$ cat src/rtl/exc_seq_if.sv
// Exception sequencer bundle: MEM-stage capture, COP0 link,
// bus/fetch handshake and pipeline control.
interface exc_seq_if;
  logic        mem_valid;
  logic [7:0]  mem_exc_type;
  logic [31:0] mem_pc;
  logic        mem_is_delayslot;
  logic [31:0] mem_badvaddr;
  logic        cop0_exc_en;
  logic [31:0] cop0_pc_exc;
  logic        dbus_busy;
  logic        fetch_ready;
  logic [7:0]  cp0_exc_type;
  logic [31:0] cp0_victim_pc;
  logic        cp0_is_delayslot;
  logic [31:0] cp0_badvaddr;
  logic        flush;
  logic        stall;
  logic        redirect_valid;
  logic [31:0] redirect_pc;
  logic        timeout_err;
  logic [15:0] exc_count;

  modport slave (
    input  mem_valid, mem_exc_type, mem_pc,
    input  mem_is_delayslot, mem_badvaddr,
    input  cop0_exc_en, cop0_pc_exc,
    input  dbus_busy, fetch_ready,
    output cp0_exc_type, cp0_victim_pc,
    output cp0_is_delayslot, cp0_badvaddr,
    output flush, stall,
    output redirect_valid, redirect_pc,
    output timeout_err, exc_count
  );

  modport master (
    output mem_valid, mem_exc_type, mem_pc,
    output mem_is_delayslot, mem_badvaddr,
    output cop0_exc_en, cop0_pc_exc,
    output dbus_busy, fetch_ready,
    input  cp0_exc_type, cp0_victim_pc,
    input  cp0_is_delayslot, cp0_badvaddr,
    input  flush, stall,
    input  redirect_valid, redirect_pc,
    input  timeout_err, exc_count
  );
endinterface

$ cat src/rtl/exc_seq_ctrl.sv
// Exception sequencer: drain data bus, flush pipe,
// then hand the COP0 target to fetch.
module exc_seq_ctrl #(
  parameter int unsigned FLUSH_CYCLES  = 2,
  parameter int unsigned DRAIN_TIMEOUT = 255
) (
  input logic     clk,
  input logic     rst_n,
  exc_seq_if.slave bus
);

  localparam logic [7:0] FcC = 8'(FLUSH_CYCLES);
  localparam logic [7:0] DtC = 8'(DRAIN_TIMEOUT);

  typedef enum logic [1:0] {
    IDLE, DRAIN, FLUSH, REDIR
  } state_e;

  state_e      state_q, state_d;
  logic [31:0] target_q, target_d;
  logic [7:0]  cnt_q, cnt_d;
  logic [15:0] exc_cnt_q, exc_cnt_d;
  logic        tout_q, tout_d;
  logic        flush, stall, rv;
  logic [7:0]  cnt_inc;

  assign cnt_inc = cnt_q + 8'd1;

  always_ff @(posedge clk or negedge rst_n) begin
    if (!rst_n) begin
      state_q   <= IDLE;
      target_q  <= '0;
      cnt_q     <= '0;
      exc_cnt_q <= '0;
      tout_q    <= 1'b0;
    end else begin
      state_q   <= state_d;
      target_q  <= target_d;
      cnt_q     <= cnt_d;
      exc_cnt_q <= exc_cnt_d;
      tout_q    <= tout_d;
    end
  end

  always_comb begin
    state_d   = state_q;
    target_d  = target_q;
    cnt_d     = cnt_q;
    exc_cnt_d = exc_cnt_q;
    tout_d    = tout_q;
    flush     = 1'b0;
    stall     = 1'b0;
    rv        = 1'b0;
    unique case (state_q)
      IDLE: ;
      DRAIN: begin
        flush = 1'b1;
        stall = 1'b1;
        cnt_d = cnt_inc;
        if (!bus.dbus_busy) begin
          state_d = FLUSH;
          cnt_d   = '0;
        end else if (cnt_inc == DtC) begin
          state_d = FLUSH;
          cnt_d   = '0;
          tout_d  = 1'b1;
        end
      end
      FLUSH: begin
        flush = 1'b1;
        stall = 1'b1;
        cnt_d = cnt_inc;
        if (cnt_inc == FcC) begin
          state_d = REDIR;
          cnt_d   = '0;
        end
      end
      REDIR: begin
        stall = 1'b1;
        rv    = 1'b1;
        if (bus.fetch_ready) state_d = IDLE;
      end
      default: state_d = IDLE;
    endcase
    // A newly taken event restarts the sequence from any state
    if (bus.cop0_exc_en) begin
      flush    = 1'b1;
      rv       = 1'b0;
      target_d = bus.cop0_pc_exc;
      cnt_d    = '0;
      state_d  = bus.dbus_busy ? DRAIN : FLUSH;
      if (exc_cnt_q != 16'hFFFF)
        exc_cnt_d = exc_cnt_q + 16'd1;
    end
  end

  logic idle;
  assign idle = (state_q == IDLE);

  assign bus.flush          = flush & rst_n;
  assign bus.stall          = stall & rst_n;
  assign bus.redirect_valid = rv & rst_n;
  assign bus.redirect_pc    = bus.redirect_valid ? target_q : '0;
  assign bus.timeout_err    = tout_q;
  assign bus.exc_count      = exc_cnt_q;

  assign bus.cp0_exc_type =
    (idle && bus.mem_valid) ? bus.mem_exc_type : '0;
  assign bus.cp0_victim_pc    = idle ? bus.mem_pc : target_q;
  assign bus.cp0_is_delayslot = idle & bus.mem_is_delayslot;
  assign bus.cp0_badvaddr     = idle ? bus.mem_badvaddr : '0;

endmodule

$ cat src/flat_wrapper.sv
// flat-port wrapper written by rule: the top's interface ports become plain ports
module exc_seq_ctrl_flat 
#(
  parameter int unsigned FLUSH_CYCLES  = 2,
  parameter int unsigned DRAIN_TIMEOUT = 255
)
  (clk, rst_n, bus_mem_valid, bus_mem_exc_type, bus_mem_pc, bus_mem_is_delayslot, bus_mem_badvaddr, bus_cop0_exc_en, bus_cop0_pc_exc, bus_dbus_busy, bus_fetch_ready, bus_cp0_exc_type, bus_cp0_victim_pc, bus_cp0_is_delayslot, bus_cp0_badvaddr, bus_flush, bus_stall, bus_redirect_valid, bus_redirect_pc, bus_timeout_err, bus_exc_count);
  exc_seq_if bus_i ();
  input logic clk;
  input logic rst_n;
  input wire logic [$bits(bus_i.mem_valid)-1:0] bus_mem_valid;
  input wire logic [$bits(bus_i.mem_exc_type)-1:0] bus_mem_exc_type;
  input wire logic [$bits(bus_i.mem_pc)-1:0] bus_mem_pc;
  input wire logic [$bits(bus_i.mem_is_delayslot)-1:0] bus_mem_is_delayslot;
  input wire logic [$bits(bus_i.mem_badvaddr)-1:0] bus_mem_badvaddr;
  input wire logic [$bits(bus_i.cop0_exc_en)-1:0] bus_cop0_exc_en;
  input wire logic [$bits(bus_i.cop0_pc_exc)-1:0] bus_cop0_pc_exc;
  input wire logic [$bits(bus_i.dbus_busy)-1:0] bus_dbus_busy;
  input wire logic [$bits(bus_i.fetch_ready)-1:0] bus_fetch_ready;
  output wire logic [$bits(bus_i.cp0_exc_type)-1:0] bus_cp0_exc_type;
  output wire logic [$bits(bus_i.cp0_victim_pc)-1:0] bus_cp0_victim_pc;
  output wire logic [$bits(bus_i.cp0_is_delayslot)-1:0] bus_cp0_is_delayslot;
  output wire logic [$bits(bus_i.cp0_badvaddr)-1:0] bus_cp0_badvaddr;
  output wire logic [$bits(bus_i.flush)-1:0] bus_flush;
  output wire logic [$bits(bus_i.stall)-1:0] bus_stall;
  output wire logic [$bits(bus_i.redirect_valid)-1:0] bus_redirect_valid;
  output wire logic [$bits(bus_i.redirect_pc)-1:0] bus_redirect_pc;
  output wire logic [$bits(bus_i.timeout_err)-1:0] bus_timeout_err;
  output wire logic [$bits(bus_i.exc_count)-1:0] bus_exc_count;
  assign bus_i.mem_valid = bus_mem_valid;
  assign bus_i.mem_exc_type = bus_mem_exc_type;
  assign bus_i.mem_pc = bus_mem_pc;
  assign bus_i.mem_is_delayslot = bus_mem_is_delayslot;
  assign bus_i.mem_badvaddr = bus_mem_badvaddr;
  assign bus_i.cop0_exc_en = bus_cop0_exc_en;
  assign bus_i.cop0_pc_exc = bus_cop0_pc_exc;
  assign bus_i.dbus_busy = bus_dbus_busy;
  assign bus_i.fetch_ready = bus_fetch_ready;
  assign bus_cp0_exc_type = bus_i.cp0_exc_type;
  assign bus_cp0_victim_pc = bus_i.cp0_victim_pc;
  assign bus_cp0_is_delayslot = bus_i.cp0_is_delayslot;
  assign bus_cp0_badvaddr = bus_i.cp0_badvaddr;
  assign bus_flush = bus_i.flush;
  assign bus_stall = bus_i.stall;
  assign bus_redirect_valid = bus_i.redirect_valid;
  assign bus_redirect_pc = bus_i.redirect_pc;
  assign bus_timeout_err = bus_i.timeout_err;
  assign bus_exc_count = bus_i.exc_count;
  exc_seq_ctrl #(.FLUSH_CYCLES(FLUSH_CYCLES), .DRAIN_TIMEOUT(DRAIN_TIMEOUT)) u_core (.clk(clk), .rst_n(rst_n), .bus(bus_i));
endmodule
$ cat config.mk
export PLATFORM = sky130hd
export DESIGN_NAME = exc_seq_ctrl_flat
export DESIGN_NICKNAME = d
export VERILOG_FILES = /design/src/rtl/exc_seq_if.sv /design/src/rtl/exc_seq_ctrl.sv /design/src/flat_wrapper.sv
export SDC_FILE = /design/constraint.sdc
export NUM_CORES = 1
export LEC_CHECK = 0
export ABC_AREA = 1
export CAP_MARGIN = 20
export CORE_ASPECT_RATIO = 0.75
export CORE_MARGIN = 4
export CORE_UTILIZATION = 34
export CTS_CLUSTER_SIZE = 20
export DETAILED_ROUTE_END_ITERATION = 7
export GPL_TIMING_DRIVEN = 0
export PLACE_DENSITY = 0.89
export REMOVE_ABC_BUFFERS = 1
export SETUP_SLACK_MARGIN = 0.2
export SKIP_LAST_GASP = 1
export SLEW_MARGIN = 20
export SYNTH_ARGS = -nofsm -noshare
export SYNTH_HDL_FRONTEND = slang
export SYNTH_SLANG_ARGS = --single-unit
export TNS_END_PERCENT = 30
$ cat constraint.sdc
create_clock -name clk -period 1.9 [get_ports clk]
set_clock_uncertainty 0.1 [all_clocks]
set_input_delay 0.38 -clock clk [delete_from_list [all_inputs] [get_ports clk]]
set_output_delay 0.38 -clock clk [all_outputs]
set_load 0.02 [all_outputs]
==> run summary <==
=====================================================================================
Run status                                                               finished, violations left
Failing checks                                                           setup timing
Final period utilization                                                         1.16
Routed length per instance                                                    17.1 um
Cells after Synth                                                                 558
Ranking of synthesized cells by area                                     sky130_fd_sc_hd__dfrtp_1 (40%), sky130_fd_sc_hd__nand2_1 (16%), sky130_fd_sc_hd__inv_1 (11%)
Fill cells                                                                        761
Final hold viol count                                                               0
Overall routed net length                                                    16500 um
Number of H-tree branching levels                                                   3
Reg-to-reg slack, setup                                                      -0.03 ns
Unrepaired setup endpoints after global routing                                  true
Worst min-delay path class                                                   in2async
Clock-pin slew of the registers on the worst-case setup and hold paths        0.06 ns
Clock buffer count from CTS                                                         9
Number of warning messages in the yosys log                                         0
Post-detailed-route via-to-cell ratio                                            4.76
CP max stage cell                                                        sky130_fd_sc_hd__dfrtp_2
First-pass GRT wire length                                                   23200 um
N_diodes                                                                            0
Signal arrival time at the worst endpoint                                     1.73 ns
Sort of element at the start of the critical path                                flop
Fin Setup TNS                                                               -21.98 ns
Proportion of synthesized chip area in sequential cells                         0.399
Die area                                                                    12600 um2
Area growth, synth to finish                                                     103%
Data required time at the worst endpoint                                      1.42 ns
Die X-Extent                                                                   128 um
Floorplan die height                                                          98.3 um
Final std cells w/o fill                                                          969
Fraction of post-synthesis cell area in the top cell type by area               0.399
Clock Latency Late Sink                                                       0.33 ns
Largest stage delay on the critical path                                      0.39 ns
Number of maximum-capacitance violations                                            0
Maximum number of pins on one net before global-route repair                       52
Fraction of layout cells with a size suffix above 1                             0.301
Minimum period implied by the final worst setup slack                         2.21 ns
Gr ovfl total                                                                       0
Kind of capture point of the worst setup path                             output port
Via count of the first global-routing pass                                       4489
Placeable core region                                                       10500 um2
Worst Max-Slew Pin Slew                                                      0.416 ns
Number of sinks on the clock net                                                   59
Net count of the finished layout                                                  949
Most frequent CP cell                                                    sky130_fd_sc_hd__buf_12
Lkg Pwr                                                                    0.00380 uW
Total setup violations reported at the end of the flow                            111
DRC marker count from the first detailed-route iteration                          338
Cell at the root of the clock tree                                       sky130_fd_sc_hd__clkbuf_16
Series of cell instances along the critical path                         inv_2 > ha_4 > buf_12 > buf_12 > buf_16 > o21ai_4 > buf_6
Worst hold slack                                                            0.0171 ns
FF+latch count, synth                                                              59
Number of I/O port buffers                                                        235
Core utilization of the finished layout                                         0.716
I/O Pins                                                                          236
ANT nets after route                                                                0
Avg Cell Area, Syn                                                           6.63 um2
Final worst slack                                                           -0.313 ns
Initial Utilization                                                             0.354
Final design area excluding fillers                                          7490 um2
CTS max path bufs                                                                   2
Drt drc                                                                             0
Row Count                                                                          32
Weighted congestion at the end of routability-driven global placement           0.873
Post-synth top area cell                                                 sky130_fd_sc_hd__dfrtp_1
Post-Place Cell Area                                                         6210 um2
Number of antenna violations at the first check in global routing                   0
Maximum clock frequency                                                       452 MHz
Number of pins with negative max-slew slack in the final report                     0
Netlist cell types                                                                 24
Placed Cells                                                                      910
Detailed placer's ending HPWL                                                 9870 um
Slew Limit Headroom                                                             0.720
CTS tree                                                                        built
Total standard cell area after synthesis                                     3700 um2
Largest fanout on the critical path                                                 9
Kind of critical path                                                         reg2out
Total vias in the final route                                                    4610
Total track usage                                                               0.234
Drt first pass iters                                                                5
PwrDens                                                                   1300 nW/um2
IR Drop Worst-Case VDD                                                         754 uV
=====================================================================================
Yosys cell counts, drive strengths merged:
| master | count |
|---|---|
| a21oi | 1 |
| nand3 | 20 |
| o21bai | 1 |
| ha | 10 |
| nor3 | 7 |
| o22ai | 1 |
| nand4 | 5 |
| and2 | 1 |
| xnor2 | 2 |
| buf | 3 |
| o21ai | 73 |
| clkbuf | 19 |
| inv | 111 |
| nand2 | 161 |
| nor2 | 72 |
| xor2 | 12 |
| dfrtp | 59 |
kinds of logic (layout without fill, tap and decap cells):
family / count (synthesis) / after routing / share of synthesized area
DFF: 59 / 59 / 0.399
adders and majority gates: 10 / 10 / 0.0338
and+or+nand+nor: 266 / 267 / 0.294
buffers and inverters: 133 / 407 / 0.136
AOI/OAI and AO/OA: 76 / 76 / 0.104
xor gates and xnor gates: 14 / 14 / 0.0332
where the power goes:
group          switching [uW]  internal (uW)  total, uW
clock network             602           1050       1660
registers                 162           1450       1610
logic                    3340           3130       6480
layout make-up:
cell class	count	area, um2	share of cell area
clock buffers	11	243	0.0324
clock inverters	5	61.3	0.00819
inverters	111	417	0.0556
multi-input cells	367	2110	0.282
flip-flops and latches	59	1480	0.198
well taps	136	170	0.0227
repair buffers	280	3000	0.401
per-stage QoR:
step | setup slack [ns] | power [uW]
floorplan | -1.49 | 3730
detailed placement | -1.38 | 5830
CTS | -0.243 | 8800
finish | -0.313 | 9740
global route | -0.369 | 10200
global placement | -4.42 | 5180
state kept, by name (all words and copies together) (netlist names):
register,count
u_core.bus.timeout_err,1
u_core.target_q,32
u_core.state_q,2
u_core.cnt_q,8
u_core.bus.exc_count,16
worst max-delay path: cells and delay by family (launching register included):
kind / cells / cell delay (ns)
fa+ha+maj: 1 / 0.18
buf+inv: 5 / 0.65
compound gates: 1 / 0.18
flops: 1 / 0.39
placed cells by master (no fill, tap or decap), drive strengths merged:
master,n
bufinv,1
bufbuf,1
o22ai,1
clkdlybuf4s15,14
a21oi,1
clkdlybuf4s50,125
clkinvlp,3
buf,132
dlygate4sd3,1
clkbuf,16
ha,10
dlygate4sd2,2
xnor2,2
dfrtp,59
nand4,5
xor2,12
inv,112
o21ai,73
and2,1
nand2,161
nor2,72
nand3,21
nor3,7
o21bai,1
routing by layer:
| metal | vias to the layer above | share of wire | global-route usage |
|---|---|---|---|
| li1 | 2227 | - | - |
| met1 | 2154 | 0.40 | 0.300 |
| met2 | 209 | 0.50 | 0.385 |
| met3 | 20 | 0.085 | 0.0645 |
| met4 | 0 | 0.015 | 0.0710 |
| met5 | - | 0 | 0 |
worst paths after layout:
path | from | to | cells after the start
worst max-delay path | u_core.state_q[0] | bus_cp0_victim_pc[12] | 7
worst min-delay path | rst_n | u_core.bus.exc_count[3] | 3
worst max register to register | u_core.bus.exc_count[0] | u_core.bus.exc_count[12] | 8
worst min register to register | u_core.bus.timeout_err | u_core.bus.timeout_err | 1
max in group asynchronous | rst_n | u_core.target_q[19] | 4
min in group clk | bus_cop0_exc_en | u_core.target_q[14] | 3
timing repair:
action                                  CTS  global route
endpoints found under the setup margin  143           151
pin swaps                                 8            14
hold buffers                              4             0
gates cloned                              8             5
endpoints found under the hold margin    28             0
gates resized for setup                 569           121
buffers inserted                         19             7
Power figures use the tool's default switching activity.
